===== config.mk =====
export PLATFORM = sky130hd
export DESIGN_NAME = fas_serial
export DESIGN_NICKNAME = d
export VERILOG_FILES = /design/src/rtl/fas_serial.sv
export SDC_FILE = /design/constraint.sdc
export NUM_CORES = 1
export LEC_CHECK = 0
export ABC_AREA = 0
export ABC_CLOCK_PERIOD_IN_PS = 1800
export BUFFER_PORTS_ARGS = -buffer_cell sky130_fd_sc_hd__buf_2
export CORE_MARGIN = 2
export CORE_UTILIZATION = 45
export DETAILED_ROUTE_END_ITERATION = 8
export PLACE_DENSITY_LB_ADDON = 0.1
export SETUP_SLACK_MARGIN = 0.02
export SYNTH_ARGS = -nofsm -noshare
export SYNTH_HDL_FRONTEND = slang
export SYNTH_SLANG_ARGS = --single-unit

===== constraint.sdc =====
create_clock -name clk -period 1.8 [get_ports clk]
set_input_delay 0.36 -clock clk [delete_from_list [all_inputs] [get_ports clk]]
set_output_delay 0.36 -clock clk [all_outputs]
set_load 0.01 [all_outputs]

===== src/rtl/fas_serial.sv =====
// Bit-serial adder/subtractor. One operand bit per clock, LSB first, with a
// registered carry/borrow. Results are published only when the last bit is done.

module fas_bit (
    input  logic ai,
    input  logic bi,
    input  logic c,
    input  logic sub,
    output logic sum,
    output logic co
);
    always_comb begin
        sum = ai ^ bi ^ c;
        co  = sub ? ((~ai & (bi | c)) | (bi & c))
                  : ((ai & bi) | (c & (ai | bi)));
    end
endmodule

module fas_serial #(
    parameter int WIDTH = 8
) (
    input  logic             clk,
    input  logic             rst,
    input  logic             start,
    input  logic             a_ns,
    input  logic [WIDTH-1:0] a,
    input  logic [WIDTH-1:0] b,
    input  logic             cin,
    output logic             busy,
    output logic             done,
    output logic [WIDTH-1:0] s,
    output logic             cout,
    output logic             ovf
);
    localparam int CW = $clog2(WIDTH);

    typedef enum logic [1:0] {IDLE, RUN, DONE} state_t;

    state_t           state, state_nx;
    logic [WIDTH-1:0] a_sh, b_sh;
    logic [WIDTH-2:0] s_sh;
    logic [CW-1:0]    cnt;
    logic             c_r, sub_r;
    logic             sum, co, last;

    fas_bit u_bit (
        .ai  (a_sh[0]),
        .bi  (b_sh[0]),
        .c   (c_r),
        .sub (sub_r),
        .sum (sum),
        .co  (co)
    );

    assign last = (cnt == CW'(WIDTH - 1));
    assign busy = (state == RUN);
    assign done = (state == DONE);

    always_ff @(posedge clk) begin
        if (rst) state <= IDLE;
        else     state <= state_nx;
    end

    always_comb begin
        state_nx = state;
        case (state)
            IDLE, DONE: state_nx = start ? RUN : IDLE;
            RUN:        if (last) state_nx = DONE;
            default:    state_nx = IDLE;
        endcase
    end

    always_ff @(posedge clk) begin
        if (rst) begin
            a_sh  <= '0;
            b_sh  <= '0;
            s_sh  <= '0;
            cnt   <= '0;
            c_r   <= 1'b0;
            sub_r <= 1'b0;
            s     <= '0;
            cout  <= 1'b0;
            ovf   <= 1'b0;
        end else if (state != RUN && start) begin
            a_sh  <= a;
            b_sh  <= b;
            sub_r <= ~a_ns;
            c_r   <= cin;
            cnt   <= '0;
        end else if (state == RUN) begin
            a_sh <= a_sh >> 1;
            b_sh <= b_sh >> 1;
            c_r  <= co;
            cnt  <= cnt + CW'(1);
            // Partial sums stay in s_sh; s only moves on the final bit.
            s_sh <= (s_sh >> 1) | ((WIDTH-1)'(sum) << (WIDTH - 2));
            if (last) begin
                s    <= {sum, s_sh};
                cout <= co;
                // On the last bit a_sh[0]/b_sh[0] are the operand sign bits.
                ovf  <= sub_r ? ((a_sh[0] != b_sh[0]) && (sum != a_sh[0]))
                              : ((a_sh[0] == b_sh[0]) && (sum != a_sh[0]));
            end
        end
    end
endmodule


Word level (Yosys, flattened, before mapping)
Index checks and enable logic that the tools add are counted.
{"block": "op_classes", "add_sub_neg": 1, "bitwise": 14, "n_reduce_logical": 9, "n_mux": 11, "n_eq_ne": 8}
{"op": "$mux 8", "count": 4}
{"op": "$or 6x7->7", "count": 1}
{"op": "$mux 1", "count": 5}
{"op": "$and 1x1->1", "count": 4}
{"op": "$ne 2x1->1 const B", "count": 2}
{"op": "$or 1x1->1", "count": 4}
{"op": "$pmux 2 s2", "count": 1}
{"op": "$reduce_or 2->1", "count": 2}
{"op": "$add 3x1->3 const B", "count": 1}
{"op": "$eq 3x3->1 const B", "count": 1}
{"op": "$logic_and 1x1->1", "count": 3}
{"op": "$not 1->1", "count": 3}
{"op": "$reduce_and 3->1", "count": 1}
{"op": "$eq 2x1->1 const B", "count": 1}
{"op": "$eq 2x2->1 const B", "count": 1}
{"op": "$logic_not 2->1", "count": 1}
{"op": "$mux 2", "count": 1}
{"op": "$ne 1x1->1", "count": 2}
{"op": "$reduce_and 2->1", "count": 1}
{"op": "$reduce_bool 2->1", "count": 1}
{"op": "$xor 1x1->1", "count": 2}
{"op": "$eq 1x1->1", "count": 1}
{"block": "word_totals", "wordCells": 53, "reg_bits": 40}

Depth between registers and ports, before layout
Gate-level depths: netlist of the first run.
{"block": "depth", "ltp_word": 6, "ltp_mapped": 6, "mapped_depth_nobuf": 5}

By module
From an unflattened synthesis of the first run, not the netlist that was laid out.
{"block": "hier_totals", "cells_unflattened": 183, "hier_area_um2": 1806.7}
{"module": "fas_serial", "cells_each": 178, "area_each_um2": 1744.2, "instances": 1, "seq_area_each_um2": 800.8}
{"module": "fas_bit", "cells_each": 5, "area_each_um2": 62.6, "instances": 1, "seq_area_each_um2": 0.0}

Least setup slack after synthesis of the first run
OpenSTA, ideal clock, no wires.
{"block": "synth_path", "kind": "reg-to-reg", "start": "reg a_sh[0]", "end": "reg ovf", "period_less_slack_ns": 1.360, "required_time_ns": 1.729, "n_path_buf": 0, "stages_incl_launch_ff": 6, "setup_slack_ns": 0.440, "arrival_time_ns": 1.290, "path_cell_list": "dfxtp_1 > inv_1 > fa_1 > xnor2_1 > nand3_1 > a21oi_1"}
{"block": "synth_via", "elab_chain_len": 5, "elab_cells_between_ends": 8}
{"element": "from (decl)", "line": "40", "text": "logic [WIDTH-1:0] a_sh, b_sh;"}
{"element": "from (signal assigned)", "line": "91", "text": "a_sh <= a_sh >> 1;"}
{"element": "$xor 1x1->1 (2 in series)", "line": "13", "text": "sum = ai ^ bi ^ c;"}
{"element": "$ne 1x1->1", "line": "101, 102"}
{"element": "$logic_and 1x1->1, on equally long branches", "line": "102, 101"}
{"element": "$mux 1 *", "line": "101", "text": "ovf <= sub_r ? ((a_sh[0] != b_sh[0]) && (sum != a_sh[0]))"}
{"element": "to (signal assigned)", "line": "101"}
{"element": "to (decl)", "line": "33", "text": "output logic ovf"}
Every way passes the cells marked *; elsewhere a longest branch is shown, timed or not.
A chain may end at the register's enable or synchronous reset.

Worst setup path after layout of the first run
{"block": "layout_path", "start": "reg state[1]", "end": "out busy"}
{"block": "layout_via", "elab_chain_len": 1}
{"element": "from (decl)", "line": "39", "text": "state_t state, state_nx;"}
{"element": "from (signal assigned)", "line": "61", "text": "else state <= state_nx;"}
{"element": "$eq 2x1->1", "line": "56", "text": "assign busy = (state == RUN);"}
{"element": "to (decl)", "line": "29", "text": "output logic busy,"}
Every way passes these cells.

==> flow_metrics.tcl, run 1 <==
set metrics [dict create \
    outcome "completed" \
    ys_warn_count 0 \
    end_kind "output port" \
    cts_max_level 2 \
    drc 0 \
    clkTransAtPathRegs_ps 70 \
    nFillCells 345 \
    io_pins 33 \
    finalWeightedCongestion 0.7374 \
    netlist_instances 181 \
    power_per_cell_area_nw_per_um2 905.7 \
    syn-cell-area_um2 1707 \
    dieArea_um2 4301 \
    critical_path_class "flip-flop to output port" \
    crit_path_max_fanout 16 \
    final_area_um2 1951 \
    grt_pass1_wl_um 5526 \
    wirelength_um 3257 \
    worst_ep_required_time_ps 1440 \
    finalSetupViolations 0 \
    cts_resized 0 \
    nNetsFinal 237 \
    portBuffers 32 \
    drive_gt1_frac 0.2170 \
    place_inst 252 \
    grt_max_degree 25 \
    grt_use_total 0.1687 \
    wl_per_cell_um 12.53 \
    setup_tns_ps 0 \
    dpl.hpwl_um 2249 \
    die_height_um 65.59 \
    p_leak_uw 0.0008254 \
    layout_commonest_cell "dfxtp_1" \
    antenna_found_initial 0 \
    core_um2 3661 \
    start_util 0.4662 \
    syn_nets 207 \
    synth-seq-cells 40 \
    diodes 0 \
    clockRootBuffer "clkbuf_8" \
    drv_slew 0 \
    max_slew_margin 0.7045 \
    min_period_ps 1530 \
    path_cells "nand2b_1 > inv_4 > buf_2" \
    overflow 0 \
    vias 1308 \
    die_w_um 65.59 \
    num_rows 22 \
    area_growth_pct 14.30 \
    drt-pass1-iter-count 4 \
    clockBufferDepth 2 \
    cts_made_buffers 5 \
    rsz0062_at_grt "false" \
    yosysSeqAreaShare 0.4692 \
    finalNonFillerCells 260 \
    start_kind "flip-flop" \
    synth.avg_cell_area_um2 9.429 \
    drt-initial-drc-count 57 \
    viasPerCell 5.031 \
    critPathBufInv 2 \
    clock_latency_ps 280 \
    fmax_ghz 0.6537 \
    layout_common_cells "40 x dfxtp_1, 32 x buf_2, 29 x nand2_1, 19 x nor2_1, 19 x a211oi_1" \
    finClkSkew_ps 2.694 \
    holdBufCountCts 0 \
    worstPathArrival_ps 1170 \
    worst_hold_path_type "input port to flip-flop" \
    cts_tree "done" \
    fin_crit_sh 0.8499 \
    cpPeakStageDelay_ps 330 \
    vdd.ir_drop.worst_mv 0.4272 \
    crit_path_top_delay_cell "dfxtp_1" \
    multi_input_area_um2 784.5 \
    regArea_um2 800.8 \
    ant_nets 0 \
    first_global_vias 1279 \
    cts_setup_buffers 0 \
    maxCapViolations 0 \
    hold_viol_final 0 \
    worst_slew_pin_slew_ps 443.3 \
    place_area_um2 1861 \
    power_uw 1767 \
    clkSinkCount 40 \
    synth_cell_types 24 \
    crit_family "buffers and inverters" \
]
==> routing by layer <==
metal  wire (um)  track usage
met5           0            0
met4          13      0.04688
met3         136      0.05479
met2        1538       0.2946
met1        1569       0.1974
==> synthesized netlist by cell type <==
master,number,area share
dfxtp_1,40,0.47
nand2_1,29,0.064
a211oi_1,19,0.084
nor2_1,19,0.042
a21oi_1,17,0.050
mux2i_1,17,0.10
buf_6,5,0.033
clkbuf_1,4,0.0088
nand3b_1,4,0.018
buf_4,3,0.013
ha_1,3,0.022
inv_1,3,0.0066
buf_2,2,0.0059
fa_1,2,0.023
nand2b_1,2,0.0073
nor2b_1,2,0.0073
nor3_1,2,0.0059
xnor2_1,2,0.010
a21oi_2,1,0.0051
a2bb2oi_1,1,0.0051
a311oi_2,1,0.0088
and3b_1,1,0.0051
inv_4,1,0.0037
nand3_1,1,0.0029
==> cells by family after synthesis <==
group / synth area share
and+or+nand+nor: 0.1518
DFF: 0.4692
AOI/OAI and AO/OA: 0.1525
buffers and inverters: 0.07111
muxes: 0.09970
adders and majority gates: 0.04546
xor gates and xnor gates: 0.01027
==> where the power goes <==
group / switching [uW] / leakage, uW / internal (uW) / total, uW
Clock: 281 / 0.0000455 / 312 / 594
Combinational: 114 / 0.000453 / 96.9 / 210
Sequential: 33.0 / 0.000327 / 930 / 963
Total: 428 / 0.000825 / 1340 / 1770
==> worst paths after layout <==
check	startpoint	to	slack, ps	depth (start not counted)
max reg2reg	a_sh[0]	ovf	310	5
min	a_ns	sub_r	290	2
min reg2reg	ovf	ovf	450	2
max	state[1]	busy	270	3
==> flip-flops by register name, summed over array words and instances, names as in the netlist <==
register / count
state: 2
s_sh: 7
a_sh: 8
sub_r: 1
s: 8
cnt: 3
cout: 1
c_r: 1
ovf: 1
b_sh: 8
==> cell type report <==
type | count | area share
clock buffer | 8 | 0.04618
tap | 48 | 0.03079
multi-input combinational | 123 | 0.4022
timing repair buffer | 37 | 0.1013
inverter | 4 | 0.008980
sequential | 40 | 0.4105
==> per-stage QoR <==
stage | utilization | hold WS [ps] | worst slack, ps
final | 0.5328 | 294.4 | 270.2
after global routing | 0.5328 | 287.8 | 128.1
after CTS | 0.5328 | 283.3 | 252.8
after detailed placement | 0.5082 | 446.7 | 314.9
after global placement | 0.5082 | 441.3 | 374.6
after floorplan | - | 432.1 | 440.0
Note: power is estimated with default switching activity, not from simulation.
==> run 2, diff against run 1 <==
--- a/config.mk
+++ b/config.mk
@@ -6,7 +6,7 @@
 export NUM_CORES = 1
 export LEC_CHECK = 0
 export ABC_AREA = 0
-export ABC_CLOCK_PERIOD_IN_PS = 1800
+export ABC_CLOCK_PERIOD_IN_PS = 1300
 export BUFFER_PORTS_ARGS = -buffer_cell sky130_fd_sc_hd__buf_2
 export CORE_MARGIN = 2
 export CORE_UTILIZATION = 45
==> constraint.sdc (replaced) <==
create_clock -name clk -period 1.3 [get_ports clk]
set_input_delay 0.26 -clock clk [delete_from_list [all_inputs] [get_ports clk]]
set_output_delay 0.26 -clock clk [all_outputs]
set_load 0.01 [all_outputs]
==> run 2 against run 1 <==
  * The run now ends with setup timing left
  * Critical path type is now flip-flop to flip-flop
  * Via count is 5.9% higher
  * First-iteration DRC count is 1.8% higher
  * Cell count is 3.8% higher
  * Critical path depth is 2 higher
  * Combinational power is 88% higher
  * Clock-buffer cell count is 1 lower
==> flow_metrics.tcl, run 2 (synthesized netlist as in run 1, its figures left out) <==
set metrics [dict create \
    outcome "complete, but fails checks" \
    violations "setup timing" \
    drive_gt1_frac 0.3468 \
    p_leak_uw 0.0009004 \
    worst_ep_required_time_ps 1520 \
    fmax_ghz 0.7313 \
    endpoint "ovf" \
    pre_cts_slack_ps -133.5 \
    layout_common_cells "33 x dfxtp_1, 32 x buf_2, 29 x nand2_1, 19 x nor2_1, 17 x a21oi_1" \
    worst_slew_pin_slew_ps 268.2 \
    reg2reg_slack_ps -70 \
    rsz0062_at_grt "true" \
    hold_viol_final 0 \
    finalWeightedCongestion 0.7038 \
    cts_tree "done" \
    max_slew_margin 0.8201 \
    worst_hold_path_type "input port to flip-flop" \
    cts_max_level 2 \
    die_height_um 65.59 \
    holdWs_ps 188.4 \
    clkTransAtPathRegs_ps 70 \
    multi_input_area_um2 854.6 \
    finalNonFillerCells 270 \
    finClkSkew_ps 2.916 \
    setup_ws_ps -67.40 \
    crit_path_max_fanout 2 \
    clockBufferDepth 2 \
    vias 1385 \
    die_w_um 65.59 \
    antenna_found_initial 0 \
    drv_slew 0 \
    num_rows 22 \
    maxCapViolations 0 \
    nFillCells 330 \
    diodes 0 \
    clock_latency_ps 290 \
    core_um2 3661 \
    holdBufCountCts 0 \
    area_growth_pct 26.61 \
    drc 0 \
    nNetsFinal 248 \
    ant_nets 0 \
    r2r-end "ovf" \
    min_period_ps 1367 \
    critPathLaunch "a_sh[0]" \
    portBuffers 32 \
    start_kind "flip-flop" \
    fin_crit_sh 1.052 \
    regToRegStartpoint "a_sh[0]" \
    regArea_um2 814.5 \
    end_kind "flip-flop" \
    viasPerCell 5.130 \
    ff2ff_path_depth 5 \
    place_inst 259 \
    grt_use_total 0.1878 \
    cts_made_buffers 5 \
    start_util 0.4662 \
    clockRootBuffer "clkbuf_8" \
    dpl.hpwl_um 2235 \
    worstPathArrival_ps 1590 \
    drt-initial-drc-count 58 \
    drt-pass1-iter-count 4 \
    wirelength_um 3467 \
    finalSetupViolations 3 \
    io_pins 33 \
    layout_commonest_cell "dfxtp_1" \
    power_per_cell_area_nw_per_um2 1203 \
    vdd.ir_drop.worst_mv 0.8041 \
    top_regs "a_sh x8, b_sh x8, s x8" \
    overflow 0 \
    grt_pass1_wl_um 6030 \
    wl_per_cell_um 12.84 \
    grt_max_degree 41 \
    first_global_vias 1301 \
    cpPeakStageDelay_ps 590 \
    crit_path_top_delay_cell "fa_2" \
    path_cells "inv_2 > fa_2 > xnor2_1 > nand3_1 > a21oi_1" \
    dieArea_um2 4301 \
    clkSinkCount 40 \
    critical_path_class "flip-flop to flip-flop" \
]
==> run 2: critical path, delay by kind of cell (launching register included) <==
kind,cells,cell delay [ps]
adders and majority gates,1,590
DFF,1,330
xor gates and xnor gates,1,130
AOI/OAI and AO/OA,1,120
and+or+nand+nor,1,90
buffers and inverters,1,40
==> run 2: area by class of cell <==
class | count | share of cell area
multi-input cells | 124 | 0.3955
flip-flops and latches | 40 | 0.3770
repair buffers | 47 | 0.1471
clock buffers | 7 | 0.04459
well taps | 48 | 0.02779
inverters | 4 | 0.008107
==> run 2: worst min path at each step <==
stage	start	endpoint	slack (ps)	cells past startpoint
3_3_place_gp	s[1]	s[1]	440	2
5_1_grt	a_ns	sub_r	190	2
4_1_cts	a_ns	sub_r	180	2
3_5_place_dp	s[0]	s[0]	440	2
2_1_floorplan	a_ns	sub_r	380	1
6_report	a_ns	sub_r	190	2
==> run 2: routing by layer <==
layer  GRT usage  up-vias  share of wire
li1            -      705              -
met1      0.2435      642           0.46
met2      0.2908       33           0.46
met3     0.04110        5          0.063
met4      0.1016        0          0.014
met5           0        -              0
==> run 2: where the power goes <==
part,total [uW],internal (uW),leakage (uW),switching [uW]
registers,1330,1290,0.000330,44.2
logic,395,205,0.000520,191
clock network,873,472,0.0000503,401
total,2600,1960,0.000900,635
==> run 2: per-stage QoR <==
step / instance area [um2] / power, uW / TNS, ps / util
after floorplan: 1712 / 1592 / -13.52 / -
after global placement: 1952 / 1689 / -313.7 / 0.5332
after detailed placement: 1952 / 1703 / -735.4 / 0.5332
after CTS: 2090 / 2594 / -43.58 / 0.5707
after global routing: 2161 / 2735 / -358.4 / 0.5902
final: 2161 / 2600 / -171.4 / 0.5902
==> run 2: timing repair <==
action | 4_1_cts | 5_1_grt
buffers inserted | 1 | 2
hold endpoints to repair | 0 | 0
gates resized for setup | 11 | 15
endpoints found under the setup margin | 13 | 16
pin swaps | 2 | 6
gates cloned | 1 | 0
